==> src/rtl/alu_pkg.sv <==
// Shared definitions for the bitwise ALU and its front-end arbiter.
// Purpose: op code and arbiter state enums, ALU width constants, and the
//          op-code legality check used when forming the response.
// Contents:
//   ALU_DATA_W / ALU_OP_W : operand/result width and op code width
//   alu_op_e              : AND, NAND, OR, NOR, XOR, XNOR (codes 0..5)
//   arb_state_e           : IDLE, EXEC, RESP
//   is_legal_op()         : 1 for op codes 0..5, 0 for 6 and 7
package alu_pkg;

  localparam int ALU_DATA_W = 8;
  localparam int ALU_OP_W   = 3;

  typedef enum logic [ALU_OP_W-1:0] {
    OP_AND  = 3'd0,
    OP_NAND = 3'd1,
    OP_OR   = 3'd2,
    OP_NOR  = 3'd3,
    OP_XOR  = 3'd4,
    OP_XNOR = 3'd5
  } alu_op_e;

  typedef enum logic [1:0] {
    ST_IDLE = 2'd0,
    ST_EXEC = 2'd1,
    ST_RESP = 2'd2
  } arb_state_e;

  // Codes 6 and 7 have no ALU function behind them.
  function automatic logic is_legal_op(input logic [ALU_OP_W-1:0] op);
    return (op <= OP_XNOR);
  endfunction

endpackage

==> src/rtl/rr_pick.sv <==
// Round-robin picker (purely combinational).
// Purpose: choose the first asserted request searching upward from ptr+1,
//          wrapping modulo N_REQ, so the last winner has lowest priority.
// Ports:
//   req : request vector, one bit per requester
//   ptr : index of the most recent winner
//   gid : chosen index (0 when no request is set)
//   any : at least one request is set
module rr_pick #(
  parameter int N_REQ = 4,
  parameter int GID_W = $clog2(N_REQ)
) (
  input  logic [N_REQ-1:0] req,
  input  logic [GID_W-1:0] ptr,
  output logic [GID_W-1:0] gid,
  output logic             any
);

  logic [GID_W-1:0] idx;

  // Walk offsets from the far end toward ptr+1 so the nearest set bit
  // after ptr is the last one written and therefore wins.
  always_comb begin
    gid = '0;
    idx = '0;
    any = |req;
    for (int k = N_REQ; k >= 1; k--) begin
      idx = GID_W'((int'(ptr) + k) % N_REQ);
      if (req[idx]) begin
        gid = idx;
      end
    end
  end

endmodule

==> src/rtl/alu_arbiter.sv <==
// Arbiter sharing one external combinational bitwise ALU among N_REQ requesters.
// Purpose: round-robin grant of request handshakes, registered operands
//          driving the ALU, registered result returned on a per-requester
//          response channel. One operation in flight at a time.
// Handshake: a request transfers on a rising edge where req_valid[i] and
//   req_ready[i] are both high; a response transfers on a rising edge where
//   rsp_valid[i] and rsp_ready[i] are both high. req_ready is only raised in
//   IDLE and only for the chosen requester; rsp_valid, rsp_result and rsp_err
//   hold steady until the response transfers.
// Ports:
//   clk, rst_n             : clock, asynchronous active-low reset
//   req_valid/req_ready    : request handshake, one bit per requester
//   req_x/req_y/req_op     : packed per-requester operands and op code
//   alu_x/alu_y/alu_op     : registered operands to the external ALU
//   alu_result             : combinational result from the external ALU
//   rsp_valid/rsp_ready    : response handshake, one bit per requester
//   rsp_result/rsp_err     : shared response data, qualified by rsp_valid
//   busy                   : high whenever the arbiter is not in IDLE
module alu_arbiter
  import alu_pkg::*;
#(
  parameter int N_REQ  = 4,
  parameter int DATA_W = ALU_DATA_W,
  parameter int OP_W   = ALU_OP_W
) (
  input  logic                    clk,
  input  logic                    rst_n,
  input  logic [N_REQ-1:0]        req_valid,
  output logic [N_REQ-1:0]        req_ready,
  input  logic [N_REQ*DATA_W-1:0] req_x,
  input  logic [N_REQ*DATA_W-1:0] req_y,
  input  logic [N_REQ*OP_W-1:0]   req_op,
  output logic [DATA_W-1:0]       alu_x,
  output logic [DATA_W-1:0]       alu_y,
  output logic [OP_W-1:0]         alu_op,
  input  logic [DATA_W-1:0]       alu_result,
  output logic [N_REQ-1:0]        rsp_valid,
  input  logic [N_REQ-1:0]        rsp_ready,
  output logic [DATA_W-1:0]       rsp_result,
  output logic                    rsp_err,
  output logic                    busy
);

  localparam int GID_W = $clog2(N_REQ);

  arb_state_e        state_q,      state_d;
  logic [GID_W-1:0]  rr_ptr_q,     rr_ptr_d;
  logic [GID_W-1:0]  gid_q,        gid_d;
  logic [DATA_W-1:0] x_q,          x_d;
  logic [DATA_W-1:0] y_q,          y_d;
  logic [OP_W-1:0]   op_q,         op_d;
  logic [DATA_W-1:0] rsp_result_q, rsp_result_d;
  logic              rsp_err_q,    rsp_err_d;
  logic [N_REQ-1:0]  rsp_valid_q,  rsp_valid_d;
  logic              busy_q,       busy_d;

  logic [GID_W-1:0]  pick_gid;
  logic              pick_any;
  logic              op_legal;

  rr_pick #(
    .N_REQ (N_REQ),
    .GID_W (GID_W)
  ) u_rr_pick (
    .req (req_valid),
    .ptr (rr_ptr_q),
    .gid (pick_gid),
    .any (pick_any)
  );

  assign op_legal = is_legal_op(op_q);

  always_comb begin
    state_d      = state_q;
    rr_ptr_d     = rr_ptr_q;
    gid_d        = gid_q;
    x_d          = x_q;
    y_d          = y_q;
    op_d         = op_q;
    rsp_result_d = rsp_result_q;
    rsp_err_d    = rsp_err_q;
    rsp_valid_d  = rsp_valid_q;
    req_ready    = '0;

    case (state_q)
      ST_IDLE: begin
        if (pick_any) begin
          // Accept the winner; its operands as presented this cycle are used.
          req_ready = N_REQ'(1) << pick_gid;
          x_d       = req_x[int'(pick_gid)*DATA_W +: DATA_W];
          y_d       = req_y[int'(pick_gid)*DATA_W +: DATA_W];
          op_d      = req_op[int'(pick_gid)*OP_W +: OP_W];
          gid_d     = pick_gid;
          rr_ptr_d  = pick_gid;
          state_d   = ST_EXEC;
        end
      end
      ST_EXEC: begin
        // ALU inputs have been stable from x_q/y_q/op_q for this whole cycle.
        rsp_err_d    = !op_legal;
        rsp_result_d = op_legal ? alu_result : '0;
        rsp_valid_d  = N_REQ'(1) << gid_q;
        state_d      = ST_RESP;
      end
      ST_RESP: begin
        // Only the owning requester's ready completes the response.
        if (rsp_ready[gid_q]) begin
          rsp_valid_d = '0;
          state_d     = ST_IDLE;
        end
      end
      default: begin
        rsp_valid_d = '0;
        state_d     = ST_IDLE;
      end
    endcase

    busy_d = (state_d != ST_IDLE);
  end

  always_ff @(posedge clk or negedge rst_n) begin
    if (!rst_n) begin
      state_q      <= ST_IDLE;
      rr_ptr_q     <= GID_W'(N_REQ - 1);
      gid_q        <= '0;
      x_q          <= '0;
      y_q          <= '0;
      op_q         <= '0;
      rsp_result_q <= '0;
      rsp_err_q    <= 1'b0;
      rsp_valid_q  <= '0;
      busy_q       <= 1'b0;
    end else begin
      state_q      <= state_d;
      rr_ptr_q     <= rr_ptr_d;
      gid_q        <= gid_d;
      x_q          <= x_d;
      y_q          <= y_d;
      op_q         <= op_d;
      rsp_result_q <= rsp_result_d;
      rsp_err_q    <= rsp_err_d;
      rsp_valid_q  <= rsp_valid_d;
      busy_q       <= busy_d;
    end
  end

  assign alu_x      = x_q;
  assign alu_y      = y_q;
  assign alu_op     = op_q;
  assign rsp_valid  = rsp_valid_q;
  assign rsp_result = rsp_result_q;
  assign rsp_err    = rsp_err_q;
  assign busy       = busy_q;

endmodule

==> config.mk <==
export PLATFORM = sky130hd
export DESIGN_NAME = alu_arbiter
export DESIGN_NICKNAME = d
export VERILOG_FILES = /design/src/rtl/alu_pkg.sv /design/src/rtl/rr_pick.sv /design/src/rtl/alu_arbiter.sv
export SDC_FILE = /design/constraint.sdc
export NUM_CORES = 1
export LEC_CHECK = 0
export ABC_CLOCK_PERIOD_IN_PS = 3000
export CAP_MARGIN = 15
export CORE_MARGIN = 3
export CORE_UTILIZATION = 37
export CTS_CLUSTER_SIZE = 10
export DETAILED_ROUTE_END_ITERATION = 6
export GPL_TIMING_DRIVEN = 0
export PLACE_DENSITY = 0.8
export SLEW_MARGIN = 20
export SYNTH_ARGS = -nofsm -noshare
export SYNTH_HDL_FRONTEND = slang
export SYNTH_HIERARCHICAL = 1
export SYNTH_SLANG_ARGS = --single-unit
export TNS_END_PERCENT = 50
==> constraint.sdc <==
create_clock -name clk -period 3 [get_ports clk]
set_input_delay 0.3 -clock clk [delete_from_list [all_inputs] [get_ports clk]]
set_output_delay 0.3 -clock clk [all_outputs]
set_load 0.02 [all_outputs]
==> results of run 1 <==
metrics by stage:
| stage | setup WS, ns | setup TNS (ns) | instances | hold slack [ns] |
|---|---|---|---|---|
| final | 0.265 | 0 | 357 | 0.475 |
| after global routing | 0.102 | 0 | 357 | 0.509 |
| after floorplan | 0.949 | 0 | 145 | 0.00441 |
| after global placement | -0.0166 | -0.0166 | 347 | 0.489 |
| after CTS | 0.146 | 0 | 357 | 0.483 |
| after detailed placement | -0.0556 | -0.0556 | 348 | 0.258 |
per-layer routing:
| metal | up-vias | part of all wire |
|---|---|---|
| li1 | 834 | - |
| met1 | 863 | 0.38 |
| met2 | 78 | 0.53 |
| met3 | 4 | 0.083 |
| met4 | 0 | 0.0067 |
| met5 | - | 0 |
report_power, final:
part / internal [mW] / switching [mW] / total, mW / leakage, nW
registers: 0.799 / 0.167 / 0.967 / 0.470
logic: 1.17 / 0.878 / 2.05 / 0.996
clock network: 0.269 / 0.180 / 0.449 / 0.0612
kinds of logic (layout without fill, tap and decap cells):
family	after synthesis	after routing
DFF	39	39
and+or+nand+nor	21	21
AOI/OAI and AO/OA	23	23
buffers and inverters	19	159
muxes	43	43
registers in the layout (all words and copies together), names as in the netlist:
register and count:
alu_op 3, alu_x 8, alu_y 8, busy 1
gid_q 2, rr_ptr_q 2, rsp_err 1, rsp_result 8
rsp_valid 4, state_q 2
cell type report:
cell class              instances  area share
inverters                       9     0.00915
multi-input cells              87       0.288
well taps                      72      0.0244
plain buffers                  10      0.0210
repair buffers                132       0.361
clock buffers                   6      0.0224
clock inverters                 2     0.00949
flip-flops and latches         39       0.265
cell usage in the layout (no fill, tap or decap), types with 3 or more instances in the layout:
cell type,n
clkbuf_8,6
inv_1,8
clkdlybuf4s50_1,129
nand2b_1,4
dfrtp_1,37
mux4_1,5
mux2_4,14
a22o_1,8
nor2_1,5
mux2_2,7
a21oi_2,3
nand2_1,5
mux4_2,14
mux2i_1,3
buf_2,5
critical path, stage by stage, from the launching register on:
cell	delay [ns]
dfstp_2	0.60
nand2b_1	0.14
a21oi_2	0.06
o221ai_2	0.17
buf_6	0.17
buf_6	0.16
nor3b_1	0.20
clkdlybuf4s50_1	0.65
final timing paths:
check	from	slack, ns	to
worst max-delay path	rr_ptr_q[1]	0.26	req_ready[1]
worst min-delay path	rst_n	0.47	rsp_valid[3]
worst max register to register	rr_ptr_q[1]	0.81	alu_x[1]
worst min register to register	alu_x[3]	0.51	alu_x[3]
max in group asynchronous	rst_n	2.08	rsp_result[0]
min in group clk	alu_x[3]	0.51	alu_x[3]
timing repair:
action | in CTS | in global routing
gates cloned | 0 | 0
gates resized for setup | 1 | 1
endpoints found under the setup margin | 2 | 1
hold buffers | 1 | 0
endpoints found under the hold margin | 13 | 0
==> flow_summary.ini, run 1 <==
[global_routing]
antenna_found_initial = 0
grt_max_degree = 25
grt_pass1_vias = 1839
grt_use_met2 = 0.292
grt_util_met1 = 0.205
use_met3 = 0.0575
grt_pass1_wl_microns = 8640
overflow = 0
top_usage_layer = met2
track_usage = 0.169

[logic_synthesis]
synth_xor_area_frac = 0
synth.top_cell.area_share = 0.431
synthFlopType = dfrtp_1
yosysMostFrequentCell = dfrtp_1
avgSynthCellArea_sq_um = 14.8
synthTopCellsByArea = dfrtp_1 43%, mux4_2 15%, mux2_4 9.8%, mux4_1 6.1%, mux2_2 3.7%
synth-seq-cells = 39
syn_nets = 239
syn_area_sq_um = 2150
synth_top_family_by_area = multiplexers
yosys.area_share.simple = 0.0513
yosys.area.top_type = dfrtp_1
synth_compound_gate_area_share = 0.0851
synth_cell_types = 35
synth_commonest_cells = 37 x dfrtp_1, 14 x mux2_4, 14 x mux4_2
seq_area_frac_synth = 0.456
synth-edff-count = 0
synthArstFlopShare = 1.00
synth_warnings = 6
synthMuxAreaShare = 0.357
synth_adder_area_share = 0
syn_inst = 145

[final_layout]
final_area_sq_um = 3690
fillers = 426
drive_above_1_share = 0.211
ff_latch_area_sq_um = 978
multi_input_area_sq_um = 1060
diodes = 0
nNetsFinal = 378
syn2layout_area_growth_pct = 72.0
utilization = 0.663

[clock_tree]
cts_tree = yes
clockRootBuffer = clkbuf_8
cts_setup_buffers = 0
cts_sinks = 39
clk_pin_slew_worst_paths_ns = 0.07
cts_inserted_buffers = 5
ctsLongestPathBuffers = 2
worstSkewPairLatency_ns = 0.28
cts_max_level = 2

[floorplan]
die_area_sq_um = 6750
start_util = 0.385
io_pins = 131
die_x_microns = 82.2
core-area_sq_um = 5570
num_rows = 27
fp.dieH_microns = 82.2

[timing]
finalClockSkew_ns = 0.00334
tightestPinTransition_ns = 0.514
finalSetupViolations = 0
rsz0062_at_grt = false
finalCritPeriodShare = 0.912
final_max_slew_viol_count = 0
fmax_mhz = 366
slew-limit-headroom = 0.657
period_needed_ns = 2.74
hold_viol = 0

[route]
drtIter0Drc = 51
wl_per_cell_microns = 15.4
drc_errors = 0
routed-via-count = 1779
dr.pass1.iters = 4
routed_via_density = 4.98
ant_nets = 0
wl_microns = 5510

[critical_path]
crit_path_start_kind = register
critPathMaxFanout = 10
end_kind = output port
crit_type = reg -> out
critPathRequiredTime_ns = 2.70
arrival_ns = 2.44
rr_worst_depth = 7

[placed_design]
port_buffers = 130
place_area_sq_um = 3560
place_hpwl_microns = 4550
gp_congestion = 0.719

[power_and_ir_drop]
ir_drop_v = 0.000413
powerDensity_nw_per_um2 = 939
p_total_mw = 3.47
leakage_nw = 1.53

[run]
cap_violations = 0

[min_path]
hp-class = in -> async

[outcome]
status = completed
Power figures use the tool's default switching activity.
==> run 2, diff against run 1 <==
- ABC_AREA: unset -> 1
- CORE_UTILIZATION: 37 -> 39
- PLACE_DENSITY: 0.8 -> 0.81
==> run 2 against run 1 <==
Compared with the run above:
- global-route usage up 5.3 points
- routed wire length up 39%
- clock skew up 0.0038 ns
- critical endpoint is now req_ready[3]
- largest power group unchanged
==> flow_summary.ini, run 2 <==
[outcome]
status = completed

[critical_path]
r2r-end = alu_y[5]
crit_buf_inv = 6
cpMostUsedCell = nand2_1
critical-path-top-delay-family = buffers and inverters
critPathRequiredTime_ns = 2.70
crit_type = reg -> out
end_kind = output port
crit_path_start_kind = register
arrival_ns = 2.48
r2r-start = rr_ptr_q[0]
rr_worst_depth = 16
critPathMaxFanout = 10
crit_slowest_cell = dfstp_2
path_cells = buf_6, inv_4, nand2_4, nand2_4, inv_4, nand2_2, nand2_2, inv_1, nand2_1, nand2_1, nand2_1, buf_4, nand2_1, nor2_1, dlygate4sd2_1
cpPeakStageDelay_ns = 0.55
reg2reg_slack_ns = 0.66
crit_cells = 15

[clock_tree]
cts_sinks = 39
cts_setup_buffers = 0
clk_pin_slew_worst_paths_ns = 0.08
cts_tree = yes
worstSkewPairLatency_ns = 0.29
cts_max_level = 2
clockRootBuffer = clkbuf_8
ctsLongestPathBuffers = 2
cts_inserted_buffers = 5

[global_routing]
grt_max_degree = 29
track_usage = 0.222
grt_pass1_vias = 2620
grt_pass1_wl_microns = 12800
overflow = 0
antenna_found_initial = 0

[timing]
finalClockSkew_ns = 0.00715
tightestPinTransition_ns = 0.415
setup-tns-final_ns = 0
period_needed_ns = 2.78
finalSetupViolations = 0
fmax_mhz = 359
rsz0062_at_grt = false
finalCritPeriodShare = 0.928
final_max_slew_viol_count = 0
hold_viol = 0
slew-limit-headroom = 0.723

[placed_design]
gp_congestion = 0.915
port_buffers = 130
place_area_sq_um = 3770
place_hpwl_microns = 6020

[logic_synthesis]
synth_warnings = 6
yosys.area.top_type = dfrtp_1
synthFlopType = dfrtp_1
synthArstFlopShare = 1.00
syn_area_sq_um = 2360
synth_commonest_cells = 101 x nand2_1, 38 x o21ai_0, 37 x dfrtp_1
synth-seq-cells = 39
synthTopCellsByArea = dfrtp_1 39%, nand2_1 16%, o21ai_0 8.1%, nor2_2 5.0%, o22ai_1 5.0%
avgSynthCellArea_sq_um = 7.37
synth-edff-count = 0
yosysMostFrequentCell = nand2_1
synth_cell_types = 26
seq_area_frac_synth = 0.415
syn_nets = 414
syn_inst = 320
synth.top_cell.area_share = 0.392

[final_layout]
final_area_sq_um = 3890
layout.cells.most_common_list = 125 x clkdlybuf4s50_1, 101 x nand2_1, 38 x o21ai_0
final_common_cell = clkdlybuf4s50_1
drive_above_1_share = 0.152
nNetsFinal = 553
diodes = 0
syn2layout_area_growth_pct = 64.8

[power_and_ir_drop]
ir_drop_v = 0.000723
leakage_nw = 1.79
powerDensity_nw_per_um2 = 1270
p_total_mw = 4.95

[route]
routed_via_density = 4.96
ant_nets = 0
drtIter0Drc = 137
dr.pass1.iters = 4
wl_microns = 7670
drc_errors = 0
wl_per_cell_microns = 14.4
routed-via-count = 2640

[run]
cap_violations = 0

[min_path]
hp-class = in -> async

[floorplan]
fp.dieH_microns = 83.8
num_rows = 27
io_pins = 131
start_util = 0.416
die_x_microns = 83.8
die_area_sq_um = 7020
core-area_sq_um = 5680
[run 2: cell count changes after synthesis, moves of 7 or more]
cell     before  now
mux4_2       14    0
nand2_1       5  101
o22ai_1       1   19
nand3_1       1   10
nand2_2       0    7
nor2_2        0   19
buf_2         3   11
mux2_4       14    0
o21ai_0       2   38
nor2_1        5   28
mux2_2        7    0
[run 2: per-stage QoR]
stage,hold slack (ns),cells,setup WS (ns),util
4_1_cts,0.413,532,0.214,0.685
3_5_place_dp,0.199,523,0.0613,0.664
2_1_floorplan,0.00441,320,0.805,-
5_1_grt,0.450,532,0.0406,0.685
3_3_place_gp,0.455,522,0.102,0.661
6_report,0.411,532,0.217,0.685
[run 2: kinds of logic (layout without fill, tap and decap cells)]
kind of cell    after synthesis  in the layout  share of synthesized area
simple gates                171            171                      0.318
compound gates               72             72                      0.183
flops                        39             39                      0.415
buf+inv                      38            178                     0.0843
[run 2: how the worst max path moves through the flow]
stage / to / slack, ns / startpoint
2_1_floorplan: req_ready[0] / 0.81 / rr_ptr_q[0]
3_3_place_gp: req_ready[3] / 0.10 / req_valid[1]
3_5_place_dp: req_ready[3] / 0.06 / req_valid[1]
4_1_cts: req_ready[3] / 0.21 / rr_ptr_q[0]
5_1_grt: req_ready[1] / 0.04 / rr_ptr_q[0]
6_report: req_ready[3] / 0.22 / rr_ptr_q[0]
[run 2: repair_timing]
action | 4_1_cts | 5_1_grt
endpoints found under the setup margin | 4 | 0
hold buffers | 1 | 0
resized for setup | 6 | 0
endpoints found under the hold margin | 11 | 0
[run 2: power by group]
group	internal (mW)	switching, mW	leakage (nW)
registers	0.804	0.166	0.482
logic	1.43	2.11	1.25
clock network	0.248	0.196	0.0581
total	2.48	2.47	1.79
[run 2: layout make-up]
type / count / area, sq um
Buffer: 17 / 120
Clock buffer: 5 / 68.8
Clock inverter: 3 / 43.8
Fill cell: 461 / 1790
Inverter: 21 / 83.8
Multi-Input combinational cell: 243 / 1180
Sequential cell: 39 / 978
Tap cell: 72 / 90.1
Timing Repair Buffer: 132 / 1320
[run 2: metal layers]
layer / GRT usage / vias to the layer above / wire length, microns
li1: - / 1324 / -
met3: 0.0464 / 10 / 487
met5: 0 / - / 0
met1: 0.279 / 1201 / 3160
met2: 0.388 / 105 / 3920
met4: 0.0585 / 0 / 108
